--- config.mk ---
export PLATFORM = sky130hd
export DESIGN_NAME = hex_entry_parser
export DESIGN_NICKNAME = d
export VERILOG_FILES = /design/src/rtl/hex_entry_parser.sv
export SDC_FILE = /design/constraint.sdc
export NUM_CORES = 1
export LEC_CHECK = 0
export ABC_AREA = 1
export BUFFER_PORTS_ARGS = -buffer_cell sky130_fd_sc_hd__buf_2
export CORE_UTILIZATION = 50
export DETAILED_ROUTE_END_ITERATION = 7
export PLACE_DENSITY = 0.71
export SLEW_MARGIN = 15
export SYNTH_ARGS = -nofsm -noshare
export SYNTH_HDL_FRONTEND = slang
export SYNTH_SLANG_ARGS = --single-unit
--- constraint.sdc ---
create_clock -name clk -period 2.9 [get_ports clk]
set_input_delay 0.58 -clock clk [delete_from_list [all_inputs] [get_ports clk]]
set_output_delay 0.58 -clock clk [all_outputs]
set_load 0.005 [all_outputs]
--- src/rtl/hex_entry_parser.sv ---
// Assembles a signed hex number from an ASCII byte stream, terminated by TERM_CHAR.
// Emits one-cycle value_valid / err / abort pulses; value_out holds until the next commit.
//   state     | meaning
//   ST_IDLE   | no entry in progress
//   ST_SIGNED | sign seen, no digits yet
//   ST_DIGITS | at least one digit accepted
module hex_entry_parser #(
  parameter int unsigned NDIGITS   = 4,
  parameter bit          SIGN_EN   = 1'b1,
  parameter logic [7:0]  TERM_CHAR = 8'h0D,
  parameter bit          UPPER_EN  = 1'b1,
  localparam int unsigned W  = 4 * NDIGITS,
  localparam int unsigned CW = $clog2(NDIGITS + 1)
) (
  input  logic          clk,
  input  logic          rst_n,
  input  logic [7:0]    charData,
  input  logic          charDataValid,
  output logic [W-1:0]  value_out,
  output logic          value_neg,
  output logic          value_valid,
  output logic          err,
  output logic          abort,
  output logic          busy,
  output logic [CW-1:0] digit_cnt
);

  typedef enum logic [1:0] {ST_IDLE, ST_SIGNED, ST_DIGITS} state_t;

  localparam logic [CW-1:0] MAX_CNT = CW'(NDIGITS);

  state_t        state_q, state_d;
  logic [W-1:0]  acc_q, acc_d;
  logic [CW-1:0] cnt_q, cnt_d;
  logic          neg_q, neg_d;
  logic [W-1:0]  value_q, value_d;
  logic          value_neg_q, value_neg_d;
  logic          valid_q, valid_d;
  logic          err_q, err_d;
  logic          abort_q, abort_d;
  logic          busy_q, busy_d;

  logic       is_digit, is_esc, is_term, is_sign, clear;
  logic [3:0] nibble;

  always_comb begin
    is_digit = 1'b0;
    nibble   = 4'd0;
    if (charData >= 8'h30 && charData <= 8'h39) begin
      is_digit = 1'b1;
      nibble   = charData[3:0];
    end else if (charData >= 8'h61 && charData <= 8'h66) begin
      is_digit = 1'b1;
      nibble   = charData[3:0] + 4'd9;
    end else if (UPPER_EN && charData >= 8'h41 && charData <= 8'h46) begin
      is_digit = 1'b1;
      nibble   = charData[3:0] + 4'd9;
    end
    // Digit and ESC classes take priority should TERM_CHAR collide with them.
    is_esc  = !is_digit && (charData == 8'h1B);
    is_term = !is_digit && !is_esc && (charData == TERM_CHAR);
    is_sign = (charData == 8'h2B) || (charData == 8'h2D);
  end

  always_comb begin
    state_d     = state_q;
    acc_d       = acc_q;
    cnt_d       = cnt_q;
    neg_d       = neg_q;
    value_d     = value_q;
    value_neg_d = value_neg_q;
    valid_d     = 1'b0;
    err_d       = 1'b0;
    abort_d     = 1'b0;
    clear       = 1'b0;
    if (charDataValid) begin
      unique case (state_q)
        ST_IDLE, ST_SIGNED: begin
          if (is_digit) begin
            acc_d   = W'(nibble);
            cnt_d   = CW'(1);
            state_d = ST_DIGITS;
          end else if (is_esc) begin
            abort_d = (state_q == ST_SIGNED);
            clear   = 1'b1;
          end else if (is_sign && SIGN_EN && state_q == ST_IDLE) begin
            neg_d   = (charData == 8'h2D);
            state_d = ST_SIGNED;
          end else begin
            err_d = 1'b1;
            clear = 1'b1;
          end
        end
        ST_DIGITS: begin
          if (is_digit && cnt_q != MAX_CNT) begin
            acc_d = W'({acc_q, nibble});
            cnt_d = cnt_q + CW'(1);
          end else if (is_term) begin
            value_d     = neg_q ? (~acc_q + W'(1)) : acc_q;
            value_neg_d = neg_q;
            valid_d     = 1'b1;
            clear       = 1'b1;
          end else if (is_esc) begin
            abort_d = 1'b1;
            clear   = 1'b1;
          end else begin
            err_d = 1'b1;
            clear = 1'b1;
          end
        end
        default: clear = 1'b1;
      endcase
    end
    if (clear) begin
      state_d = ST_IDLE;
      acc_d   = '0;
      cnt_d   = '0;
      neg_d   = 1'b0;
    end
    busy_d = (state_d != ST_IDLE);
  end

  always_ff @(posedge clk or negedge rst_n) begin
    if (!rst_n) begin
      state_q     <= ST_IDLE;
      acc_q       <= '0;
      cnt_q       <= '0;
      neg_q       <= 1'b0;
      value_q     <= '0;
      value_neg_q <= 1'b0;
      valid_q     <= 1'b0;
      err_q       <= 1'b0;
      abort_q     <= 1'b0;
      busy_q      <= 1'b0;
    end else begin
      state_q     <= state_d;
      acc_q       <= acc_d;
      cnt_q       <= cnt_d;
      neg_q       <= neg_d;
      value_q     <= value_d;
      value_neg_q <= value_neg_d;
      valid_q     <= valid_d;
      err_q       <= err_d;
      abort_q     <= abort_d;
      busy_q      <= busy_d;
    end
  end

  assign value_out   = value_q;
  assign value_neg   = value_neg_q;
  assign value_valid = valid_q;
  assign err         = err_q;
  assign abort       = abort_q;
  assign busy        = busy_q;
  assign digit_cnt   = cnt_q;

endmodule

; ---- Yosys cells after proc, flatten, opt, wreduce, memory -nomap -nowiden
; Index checks and enable logic that the tools add are counted.
; W data, S select, Z words.
[totals]
regBits = 43
out_inout_bits = 24
word_cells = 106
in_bits = 11
[classes]
muxes = 53
n_eq_ne = 11
n_addsub = 3
bitwise = 2
reduce_logical = 21
n_lt_le_gt_ge = 6
[op_table]
columns = cell, n
row1 = $mux W16, 5
row2 = $pmux W16 S2, 1
row3 = $mux W1, 30
row4 = $add A16 B1 Y16 const B, 1
row5 = $eq A8 B6 Y1 const B, 2
row6 = $ge A8 B7 Y1 const B, 2
row7 = $le A8 B7 Y1 const B, 2
row8 = $not A16 Y16, 1
row9 = $mux W2, 6
row10 = $mux W3, 4
row11 = $mux W4, 3
row12 = $ne A3 B3 Y1 const B, 3
row13 = $eq A8 B4 Y1 const B, 1
row14 = $eq A8 B5 Y1 const B, 1
row15 = $ge A8 B6 Y1 const B, 1
row16 = $le A8 B6 Y1 const B, 1
row17 = $logic_and A1 B1 Y1, 8
row18 = $reduce_and A4 Y1, 2
row19 = $reduce_bool A2 Y1, 4
row20 = $pmux W1 S2, 3
row21 = $pmux W3 S2, 1
row22 = $reduce_and A5 Y1, 1
row23 = $add A4 B4 Y4 const B, 1
row24 = $ne A2 B1 Y1 const B, 2
row25 = 9 further kinds, 10

; ---- Longest topological paths before layout
[depth]
word_depth = 14
mapped_depth = 13
ltp_nobuf = 12

; ---- Worst setup path before layout
; No wires, ideal clock.
[synth_timing]
path_type = input to register
startpoint = input port charData[1]
endpoint = register cnt_q[0], in the netlist digit_cnt[0]
path_buffers = 1
required_time_ns = 2.783
stages = 12
t_arrival_ns = 1.774
slack_ns = 1.009
setup_time_ns = 0.117
path_cell_list = inv_1 > ha_1 > nand3b_2 > nand3_2 > nand2_4 > nand3_4 > nand3_4 > nand2_4 > nand2_8 > buf_12 > nand2_2 > nand2_1
[synth_via]
elab_chain_len = 13
word_cells_on_any_way = 32
cone_classes = order compare (6) / eq/ne (5) / mux (10) / reduce/logical (11)
[synth_lines]
columns = item, line_no
row1 = from (decl), 17  ; input logic [7:0] charData,
row2 = $ge A8 B7 Y1 or $le A8 B7 Y1 (tied branches), 55  ; end else if (UPPER_EN && charData >= 8'h41 && charData <= 8'h46) begin
row3 = $logic_and A1 B1 Y1, 55
row4 = $mux W1, 55
row5 = $mux W1, 52  ; end else if (charData >= 8'h61 && charData <= 8'h66) begin
row6 = $mux W1, 49  ; if (charData >= 8'h30 && charData <= 8'h39) begin
row7 = $logic_not A1 Y1, "60, 61"
row8 = $logic_and A1 B1 Y1, 60  ; is_esc = !is_digit && (charData == 8'h1B);
row9 = $mux W1, 83  ; end else if (is_esc) begin
row10 = $mux W1, 79  ; if (is_digit) begin
row11 = $pmux W1 S2, 77  ; unique case (state_q)
row12 = $mux W1, 76  ; if (charDataValid) begin
row13 = "$ne A3 B3 Y1 (no source line), or another cell as far along", -
row14 = $reduce_and A4 Y1 (no source line), -
row15 = to (signal assigned), 138  ; cnt_q <= cnt_d;
row16 = to (decl), 34  ; logic [CW-1:0] cnt_q, cnt_d;
; Parallel ways exist; a longest one is shown, timed or not.
; A chain may end at the register's enable or synchronous reset.

; ---- Final worst setup path
[layout_timing]
startpoint = input port charData[0]
endpoint = register acc_q[2]
[layout_via]
elab_chain_len = 13
word_cells_on_any_way = 40
cone_classes = add/sub (1) / order compare (6) / eq/ne (5) / mux (17) / reduce/logical (11)
[layout_lines]
columns = item, line_no
row1 = $ge A8 B7 Y1 or $le A8 B7 Y1 (tied branches), 55
row2 = $logic_and A1 B1 Y1, 55
row3 = $mux W1, 55
row4 = $mux W1, 52
row5 = $mux W1, 49
row6 = $logic_not A1 Y1, "60, 61"
row7 = $logic_and A1 B1 Y1, 60
row8 = $mux W1, 83
row9 = $mux W1, 79
row10 = $pmux W1 S2, 77
row11 = $mux W1, 76
row12 = "$ne A3 B3 Y1 (no source line), or another cell as far along", -
row13 = $reduce_and A4 Y1 (no source line), -
row14 = to (signal assigned), 126  ; acc_q <= '0;
row15 = to (signal assigned), 137  ; acc_q <= acc_d;
row16 = to (decl), 33  ; logic [W-1:0] acc_q, acc_d;
; Parallel ways exist; a longest one is shown, timed or not. The select of a mux whose other input is x is not followed.

==> out/metrics.cfg <==
[status]
outcome = complete, no violations

[detailed_routing]
drt-total-wl_um = 5080
wl_per_cell_um = 11.8
drtIter0Drc = 197
postRouteAntennaNets = 0
first_pass_iters = 4
via_count = 2172
drc_errors = 0
viasPerCell = 5.03

[yosys]
ys_seq_area_share_pct = 41.4
ys_ff_latch = 43
synthFlopType = dfrtp_1
synth_cells = 332
synth_edf_count = 0
syn-cell-area_sq_mm = 0.00260
ys_types = 35
postSynth.asyncResetShare_pct = 100
yosysWarnings = 0
avgSynthCellArea_sq_um = 7.83
synth_nets = 349

[sta]
tns_ns = 0
setup_viol = 0
min_period_ns = 2.00
relSlewSlack_pct = 39.5
max_clock_freq_mhz = 500
maxSlewViolCount = 0
tightest_slew_ns = 0.908
fin_crit_sh_pct = 68.9
clock_skew_ns = 0.0108
rsz0062_at_grt = no
timing_hold_violations_final = 0

[floorplan]
io_pins = 35
die_h_um = 74.1
core-area_sq_mm = 0.00485
floorplan.die_area_sq_mm = 0.00549
initial_core_util_pct = 53.6
placementRows = 25
dieWidth_um = 74.1

[critical_path]
rr_startpoint = neg_q
r2r_end = value_out[11]
critPathCaptureType = flop
cp.arrival_ns = 2.19
worstSetupStartpointType = input port
rrSetupSlack_ns = 1.19
critPathMaxFanout = 23
worstSetupPathType = input port to flop
r2r_cells = 7
crit_required_ns = 3.09

[cells_and_area]
nets = 381
fillers = 439
area_growth_pct = 11.2
multi_input_area_sq_mm = 0.00130
num_antenna_cells = 0
mostFrequentLayoutCell = nand2_1
seq_area_sq_mm = 0.00108
drive_gt1_share_pct = 21.6
layout_common_cells = nand2_1 (82), dfrtp_1 (43), nor2_1 (36)
final_cells = 432

[global_routing]
met3_usage_pct = 4.07
grt_busiest_layer = met2
grtUsageMet1_pct = 28.3
grt_util_met2_pct = 33.5
grt_pass1_vias = 1991
grt_max_degree = 44
antenna_found_initial = 0
grt_pass1_wl_um = 8810
gr-total-overflow = 0
grt_util_all_layers_pct = 21.0

[power_and_ir_drop]
ir_drop_mv = 0.194
powerDensity_mw_per_mm2 = 393
total_power_uw = 1140
leakage_uw = 0.00153

[clock_tree]
path_clk_slew_ns = 0.09
cts_setup_buffers = 0
cts_hold_buffers = 0
htree_num_levels = 2
clkLatencyLatePin_ns = 0.31
clockBufferDepth = 2
clkSinkCount = 43
tritoncts = yes
post_cts_resize_count = 0
root_buffer = clkbuf_8
cts_buffers = 5

[placed_design]
place_congestion = 0.862
port_buffers = 34
dp.cells = 424
dp_hpwl_um = 3790

[worst_hold_path]
hold_path_class = input port to asynchronous set/reset pin

[job]
drv_cap = 0

==> layer usage <==
| layer | up-vias | wire length (um) |
|---|---|---|
| met4 | 0 | 78 |
| li1 | 1127 | - |
| met3 | 8 | 174 |
| met5 | - | 0 |
| met2 | 45 | 2210 |
| met1 | 992 | 2620 |
==> cell usage after synthesis, types with 2 or more instances <==
cell type   n  area [sq um]
nand2_1    82           308
dfrtp_1    43          1080
nand4_1    21           131
nor2_4      4          45.0
o21ai_1    10          50.1
nor2_1     36           135
buf_4       2          15.0
buf_2       5          25.0
nand3_1    19          95.1
nand2_2    14          87.6
a21oi_1     3          15.0
xor2_1     11          96.3
a31oi_1     4          25.0
clkbuf_1    3          11.3
nand3_2     2          20.0
o21ai_0     8          40.0
nand2_4     3          33.8
nand3_4     2          35.0
ha_1        6          75.1
or2_0       2          12.5
o211ai_1    2          15.0
inv_2       4          15.0
inv_1      34           128
==> logic make-up (layout without fill, tap and decap cells) <==
| logic type | Yosys count | after routing | synth area share, % |
|---|---|---|---|
| AOI/OAI and AO/OA | 30 | 30 | 6.45 |
| xor gates and xnor gates | 12 | 12 | 4.04 |
| buffers and inverters | 51 | 84 | 8.57 |
| DFF | 43 | 43 | 41.4 |
| and+or+nand+nor | 190 | 190 | 36.6 |
| adders and majority gates | 6 | 6 | 2.89 |
==> layout make-up <==
class,count,share of cell area [%]
clock inverter,3,0.823
tap,67,2.90
sequential,43,37.2
timing repair buffer,36,6.41
clock buffer,5,2.38
multi-input combinational,238,45.0
inverter,40,5.24
==> where the power goes <==
| part | internal, uW | total (uW) | switching, uW |
|---|---|---|---|
| combinational | 39.3 | 131 | 91.5 |
| clock | 172 | 391 | 219 |
| sequential | 606 | 614 | 7.39 |
==> flip-flops by register name (all words and copies together) (netlist names) <==
signal / count
acc_q: 16
value_out: 16
digit_cnt: 3
state_q: 2
abort: 1
busy: 1
err: 1
neg_q: 1
value_neg: 1
value_valid: 1
==> through the flow <==
stage	setup WS, ns	area [sq um]	util [%]	hold WS (ns)
finish	0.901	2890	59.6	0.403
global route	0.741	2890	59.6	0.472
CTS	0.903	2890	59.6	0.431
detailed placement	0.583	2800	57.7	0.462
global placement	0.650	2800	57.7	0.461
floorplan	1.01	2600	-	0.284
==> how the worst max path moves through the flow <==
stage / startpoint / end
after floorplan: charData[1] / digit_cnt[0]
after global placement: charData[0] / acc_q[3]
after detailed placement: charData[0] / acc_q[4]
after CTS: charData[0] / acc_q[2]
after global routing: charData[0] / acc_q[2]
final: charData[0] / acc_q[2]
==> worst max-delay path, stage by stage <==
cell,delay [ns]
buf_2,0.13
inv_1,0.06
ha_1,0.23
o21ai_2,0.16
nand2_2,0.09
nand2_4,0.10
nand2_4,0.09
nand3_4,0.08
nand3_4,0.23
nand2_4,0.16
nand2_8,0.13
nand2_1,0.09
nand2_1,0.06
(Power assumes the default switching activity.)
